[src/rtl/stopwatch_pkg.sv]
// rtl/stopwatch_pkg.sv - shared types and constants for the stopwatch front-end
//
// Purpose : run-state encoding and debounce timing constants shared by
//           stopwatch_ctrl and its bench.
// Contents: sw_state_t       - FSM state (CLEARED / RUNNING / PAUSED)
//           DB_TICKS_DEFAULT - debounce length for a 100 MHz clock (20 ms)
//           DB_TICKS_SIM     - short debounce length for simulation

package stopwatch_pkg;

   typedef enum logic [1:0] {
      CLEARED = 2'd0,
      RUNNING = 2'd1,
      PAUSED  = 2'd2
   } sw_state_t;

   localparam int DB_TICKS_DEFAULT = 2000000;
   localparam int DB_TICKS_SIM     = 4;

endpackage

[src/rtl/debounce.sv]
// rtl/debounce.sv - pushbutton synchronizer, debouncer and press-pulse generator
//
// Purpose : turns one raw asynchronous pushbutton into a single-cycle press
//           pulse on each debounced rising edge.
// Ports   : clk   - system clock, rising edge
//           reset - asynchronous active-low reset
//           btn   - raw button, asynchronous, active-high
//           press - one-cycle pulse when the debounced level rises
// Params  : DB_TICKS - cycles the synced input must differ from the debounced
//                      level before the level follows it (2..2^24)
//           CNT_W    - counter width, 2^CNT_W > DB_TICKS

module debounce #(
   parameter int DB_TICKS = 2000000,
   parameter int CNT_W    = 24
) (
   input  logic clk,
   input  logic reset,
   input  logic btn,
   output logic press
);

   // The power-up window must outlast the two synchronizer stages so that the
   // level captured at its end reflects the real button, even for tiny DB_TICKS.
   localparam int              INIT_LAST = (DB_TICKS > 3) ? DB_TICKS - 1 : 2;
   localparam logic [CNT_W-1:0] DB_LAST  = CNT_W'(DB_TICKS - 1);
   localparam logic [CNT_W-1:0] INIT_END = CNT_W'(INIT_LAST);

   logic             sync_1;
   logic             synced;
   logic             stable;
   logic             armed;
   logic [CNT_W-1:0] cnt;

   always_ff @(posedge clk or negedge reset) begin
      if (!reset) begin
         sync_1 <= 1'b0;
         synced <= 1'b0;
         stable <= 1'b0;
         armed  <= 1'b0;
         cnt    <= '0;
         press  <= 1'b0;
      end else begin
         sync_1 <= btn;
         synced <= sync_1;
         press  <= 1'b0;
         if (!armed) begin
            // Track the button silently after reset so a button held through
            // reset release is adopted as the idle level, not seen as a press.
            stable <= synced;
            if (cnt == INIT_END) begin
               cnt   <= '0;
               armed <= 1'b1;
            end else begin
               cnt <= cnt + 1'b1;
            end
         end else if (synced == stable) begin
            cnt <= '0;
         end else if (cnt == DB_LAST) begin
            stable <= synced;
            cnt    <= '0;
            press  <= synced;
         end else begin
            cnt <= cnt + 1'b1;
         end
      end
   end

endmodule

[src/rtl/stopwatch_ctrl.sv]
// rtl/stopwatch_ctrl.sv - button front-end and run-state FSM for the stopwatch counter
//
// Purpose : debounces start/stop and clear buttons and drives the counter's
//           go level and clr pulse, plus two status LEDs.
// Ports   : clk       - system clock, rising edge
//           reset     - asynchronous active-low reset
//           btn_start - raw start/stop button, active-high
//           btn_clear - raw clear button, active-high
//           go        - count enable level (RUNNING)
//           clr       - one-cycle pulse, zero the counter
//           running   - status LED, same as go
//           paused    - status LED, PAUSED state

module stopwatch_ctrl
   import stopwatch_pkg::*;
#(
   parameter int DB_TICKS = DB_TICKS_DEFAULT,
   parameter int CNT_W    = 24
) (
   input  logic clk,
   input  logic reset,
   input  logic btn_start,
   input  logic btn_clear,
   output logic go,
   output logic clr,
   output logic running,
   output logic paused
);

   logic      start_press;
   logic      clear_press;
   sw_state_t state;
   sw_state_t state_nx;
   logic      clr_nx;

   debounce #(.DB_TICKS(DB_TICKS), .CNT_W(CNT_W)) u_db_start (
      .clk   (clk),
      .reset (reset),
      .btn   (btn_start),
      .press (start_press)
   );

   debounce #(.DB_TICKS(DB_TICKS), .CNT_W(CNT_W)) u_db_clear (
      .clk   (clk),
      .reset (reset),
      .btn   (btn_clear),
      .press (clear_press)
   );

   always_ff @(posedge clk or negedge reset) begin
      if (!reset) begin
         state  <= CLEARED;
         go     <= 1'b0;
         paused <= 1'b0;
         clr    <= 1'b0;
      end else begin
         state  <= state_nx;
         go     <= (state_nx == RUNNING);
         paused <= (state_nx == PAUSED);
         clr    <= clr_nx;
      end
   end

   // Clear has priority; a start press arriving in the same cycle is dropped.
   always_comb begin
      state_nx = state;
      clr_nx   = 1'b0;
      if (clear_press) begin
         state_nx = CLEARED;
         clr_nx   = 1'b1;
      end else if (start_press) begin
         case (state)
            CLEARED: state_nx = RUNNING;
            RUNNING: state_nx = PAUSED;
            PAUSED:  state_nx = RUNNING;
            default: state_nx = CLEARED;
         endcase
      end
   end

   assign running = go;

endmodule
[config.mk]
export PLATFORM = sky130hd
export DESIGN_NAME = stopwatch_ctrl
export DESIGN_NICKNAME = d
export VERILOG_FILES = /design/src/rtl/stopwatch_pkg.sv /design/src/rtl/debounce.sv /design/src/rtl/stopwatch_ctrl.sv
export SDC_FILE = /design/constraint.sdc
export NUM_CORES = 1
export LEC_CHECK = 0
export CAP_MARGIN = 20
export CORE_MARGIN = 1.5
export CORE_UTILIZATION = 32
export CTS_CLUSTER_SIZE = 10
export DETAILED_ROUTE_END_ITERATION = 8
export GPL_TIMING_DRIVEN = 0
export SETUP_SLACK_MARGIN = 0.3
export SYNTH_ARGS = -nofsm -noshare
export SYNTH_HDL_FRONTEND = slang
export SYNTH_SLANG_ARGS = --single-unit
[constraint.sdc]
create_clock -name clk -period 1.8 [get_ports clk]
set_input_delay 0.36 -clock clk [delete_from_list [all_inputs] [get_ports clk]]
set_output_delay 0.36 -clock clk [all_outputs]
set_load 0.05 [all_outputs]
== Yosys cells after proc, flatten, opt, wreduce, memory -nomap -nowiden ==
Cells that the tools add are included.

* Flip-flop bits (word level): 63
* Bits in latches: 0
* Bits in writable memories: 0
* Bits in read-only memories: 0
* Output and inout port bits: 4
* Word-level logic and storage cells: 60
* Memories: 0

* $add $sub $neg: 2
* Multiply operators: 0
* Divide/modulo/power cells: 0
* $lt $le $gt $ge: 0
* Equality and inequality tests: 12
* Shift-type cells: 0
* Mux-type cells: 26
* Bitwise logic cells: 0
* Reduce and logical (&&, ||, !) cells: 4

{| class="wikitable"
|+ Operator list
! operator !! count
|-
| 24-bit two-way mux || 6
|-
| 24-bit by 1-bit adder with 24-bit output, second input constant || 2
|-
| 24-bit by 21-bit == test with 1-bit output, second input constant || 2
|-
| 1-bit two-way mux || 17
|-
| 2-bit != test, second input constant || 4
|-
| 2-bit by 1-bit == test with 1-bit output, second input constant || 2
|-
| 2-bit == test, second input constant || 2
|-
| 2-bit two-way mux || 2
|-
| 2-bit one-hot mux with 2 select lines || 1
|-
| 2-bit AND reduction || 2
|-
| 1-bit == test || 2
|-
| 2-bit logical NOT || 1
|-
| 2-bit OR reduction || 1
|}

== Logic depth before layout (Yosys ltp) ==
* Word-level depth: 6
* Gate-level depth with buffers: 6
* Gate-level depth less buffers: 5

== Hierarchy ==
From an unflattened synthesis, not the netlist that was laid out.

* Cells, all modules: 298
* Area, all modules: 3065.4 um^2

{| class="wikitable"
|+ By module, submodules not included
! module !! times used !! cells each !! area each (um^2)
|-
| debounce || 2 || 141 || 1433.9
|-
| stopwatch_ctrl || 1 || 16 || 197.7
|}

== Worst setup path before layout ==
No wires, ideal clock.

* Kind: register -> register
* Start point: register u_db_start.cnt[0]
* End point: register u_db_start.cnt[18]
* Setup time: 0.078 ns
* Arrival time: 1.788 ns
* Data required time: 1.722 ns
* Setup slack: -0.066 ns
* Stages on the path, launching flop included: 7
* Buffers on the path: 1
* Clock period less this slack: 1.866 ns
* Cell sequence: dfrtp_1 > ha_1 > nand3_1 > or4_1 > buf_2 > or3_1 > a21oi_1

* Word-level cells in the longest chain between the ends: 4
* Elaborated cells on any way between the ends: 5

{| class="wikitable"
|+ Ends and longest elaborated chain
! item !! line !! source
|-
| start, declared || debounce.sv:33 || <nowiki>logic [CNT_W-1:0] cnt;</nowiki>
|-
| start signal, assigned || debounce.sv:55 || <nowiki>cnt <= cnt + 1'b1;</nowiki>
|-
| start signal, assigned || debounce.sv:64 || <nowiki>cnt <= cnt + 1'b1;</nowiki>
|-
| 24-bit by 1-bit adder with 24-bit output / 24-bit by 21-bit == test with 1-bit output (equally long branches) || n/a ||
|-
| 24-bit two-way mux (*) || debounce.sv:51, debounce.sv:59 ||
|-
| 24-bit two-way mux || debounce.sv:57 || <nowiki>end else if (synced == stable) begin</nowiki>
|-
| 24-bit two-way mux (*) || debounce.sv:47 || <nowiki>if (!armed) begin</nowiki>
|}

Mark *: on every way between the ends. The rest lies on a longest branch, timed or not.
A chain may end at the register's enable or synchronous reset.

== Worst setup path in the final report ==
* Start point: register u_db_start.cnt[11]
* End point: register u_db_start.cnt[23]

The elaborated chain is that of the path after synthesis.

==> reports/metrics.cfg <==
[status]
outcome=completed

[placement]
place.detailed.hpwl_um=3730
io_buffers=7
gp_congestion=0.817
pre_cts_ws_ns=-0.0655
place_inst=411

[clocking]
numClockSinks=63
clockRootBuffer=clkbuf_8
cts_buffers=9
clk_pin_slew_ns=0.07
cts_tree=built
cts_max_path_buffers=2
ctsHtreeMaxLevel=3
cts_hold_buf=0
insertion_delay_ns=0.33

[drt]
drtPass1Iterations=4
route.detailed.drc=0
antenna_left=0
routed_via_density=5.12
drt-wirelength-per-cell_um=14.2
totalWireLength_um=6790
drt_iter0_drc=119
vias=2453

[layout]
layout.nets=370
mostFrequentLayoutCells=50 x dfrtp_1, 46 x buf_4, 20 x xnor2_1, 20 x nor2_1, 17 x nand2_1
reg_top3=u_db_clear.cnt: 24 flops, u_db_start.cnt: 24 flops, state: 2 flops
instances_no_fill=479
drive_gt1_frac=0.435
diodes=0
final_common_cell=dfrtp_1
area_growth_pct=42.5

[sta]
finalSetupTns_ns=0
max_slew_margin=0.465
fmax_mhz=562
hold_violations=0
min_period_over_period=0.988
drv_slew=0
worstMarginPinSlew_ns=0.803
fin_crit_ns=1.78
setup_viol=0
timing.hold.ws_ns=0.0962
rsz0062_at_grt=true
timing.final.ws_setup_ns=0.0214
skew_ns=0.00426

[synthesis]
syn_area_per_cell_um2=10.2
syn_nets=299
synth_top_cell_by_area=dfrtp_1
synth_cell_types=39
synth_edf_count=0
netlist_area_um2=2980
post_synth_main_area_contributors=dfrtp_1 53%, xnor2_1 5.9%, nor2_1 4.3%
ys_seq_elements=63
ys_seq_area_frac=0.529
ys_async_sr_fraction=1.00
syn_inst=293
synth_flop_cell=dfrtp_1
synth_top_area_frac=0.529
yosys_warnings=0

[critical_path]
worstPathRequired_ns=2.06
critPathArrivalTime_ns=2.04
worstSetupPathType=flip-flop to flip-flop
start_kind=flip-flop
rr_startpoint=u_db_start.cnt[11]
worst_setup_path_end_kind=flip-flop
r2r_cells=4
cp_max_fo=6
rrSetupSlack_ns=0.02
r2r-end=u_db_start.cnt[23]

[floorplan]
io_pins=8
rows=35
chipHeight_um=99.5
die_area_um2=9890
initial_core_util=0.327
fp.dieW_um=99.5
coreArea_um2=9110

[grt]
grt_pass1_vias=2274
grt_util_all_layers=0.140
grt_max_degree=64
antenna_found_initial=0
overflow=0
grt_pass1_wl_um=11000

[pwr]
finalPower_mw=2.52
peakVddDrop_v=0.000249
power_density_nw_per_um2=594
leakagePower_nw=1.66

[hold_path]
hp-class=input pin to async pin

[flow_run]
cap_violations=0

==> layer usage <==
layer	share of wire	global-route usage	vias to the layer above
li1	-	-	1193
met1	0.49	0.205	1212
met2	0.48	0.201	36
met3	0.020	0.0246	12
met4	0.018	0.0650	0
met5	0	0	-
==> cells in the mapped netlist, types with 6 or more instances <==
cell      instances
clkbuf_1          6
or3_1            10
nand4_1          11
xnor2_1          20
nor3_1            7
nor2_1           34
o21ai_0          15
xor2_1           11
or4_1             6
nor4_1           11
dfrtp_1          63
nand3_1          18
a21oi_1          16
nand2_1          18
==> worst max-delay path by stage <==
stage                                   from                 end  slack (ns)  cells past startpoint
final                     u_db_start.cnt[11]  u_db_start.cnt[23]        0.02                      4
after global routing      u_db_start.cnt[12]  u_db_start.cnt[18]       -0.05                      5
after CTS                 u_db_start.cnt[12]  u_db_start.cnt[16]        0.03                      5
after detailed placement   u_db_start.cnt[7]  u_db_start.cnt[18]       -0.07                      5
after global placement                 reset  u_db_start.cnt[13]       -1.74                      1
after floorplan            u_db_clear.cnt[7]  u_db_clear.cnt[19]        0.11                      5
==> power breakdown <==
group,internal [mW],switching [mW],leakage [nW],total (mW)
Clock,0.523,0.532,0.0850,1.05
Combinational,0.0102,0.0300,0.756,0.0402
Sequential,1.42,0.00536,0.821,1.43
==> critical path, stage by stage, from the launching register on <==
cell and delay (ns):
dfrtp_2 0.40, nand4_1 0.19, or4_4 0.61, or3_1 0.36, a21oi_2 0.15
==> repair_timing <==
item                       4_1_cts  5_1_grt
setup endpoints to repair       54       52
cloned                           2        0
gates resized for setup         43       74
setup buffers                   37       14
pin swaps                        9       17
==> area by class of cell <==
type	count	area [µm²]
inverters	5	18.8
fillers	811	4860
well taps	111	139
multi-input cells	216	1720
plain buffers	9	101
repair buffers	60	513
flip-flops and latches	63	1590
clock inverters	4	22.5
clock buffers	11	141
==> through the flow <==
step / utilization / instance area (µm²)
6_report: 0.466 / 4240
4_1_cts: 0.423 / 3850
5_1_grt: 0.466 / 4240
3_5_place_dp: 0.357 / 3250
2_1_floorplan: - / 3050
3_3_place_gp: 0.357 / 3260
==> cells by family after synthesis <==
family	synth area share
AND/OR/NAND/NOR	0.265
buffers and inverters	0.0218
XOR/XNOR	0.0912
AO/OA/AOI/OAI	0.0698
adder cells (fa/ha/maj)	0.00840
multiplexers	0.0147
flip-flops	0.529
Note: power is estimated with default switching activity, not from simulation.
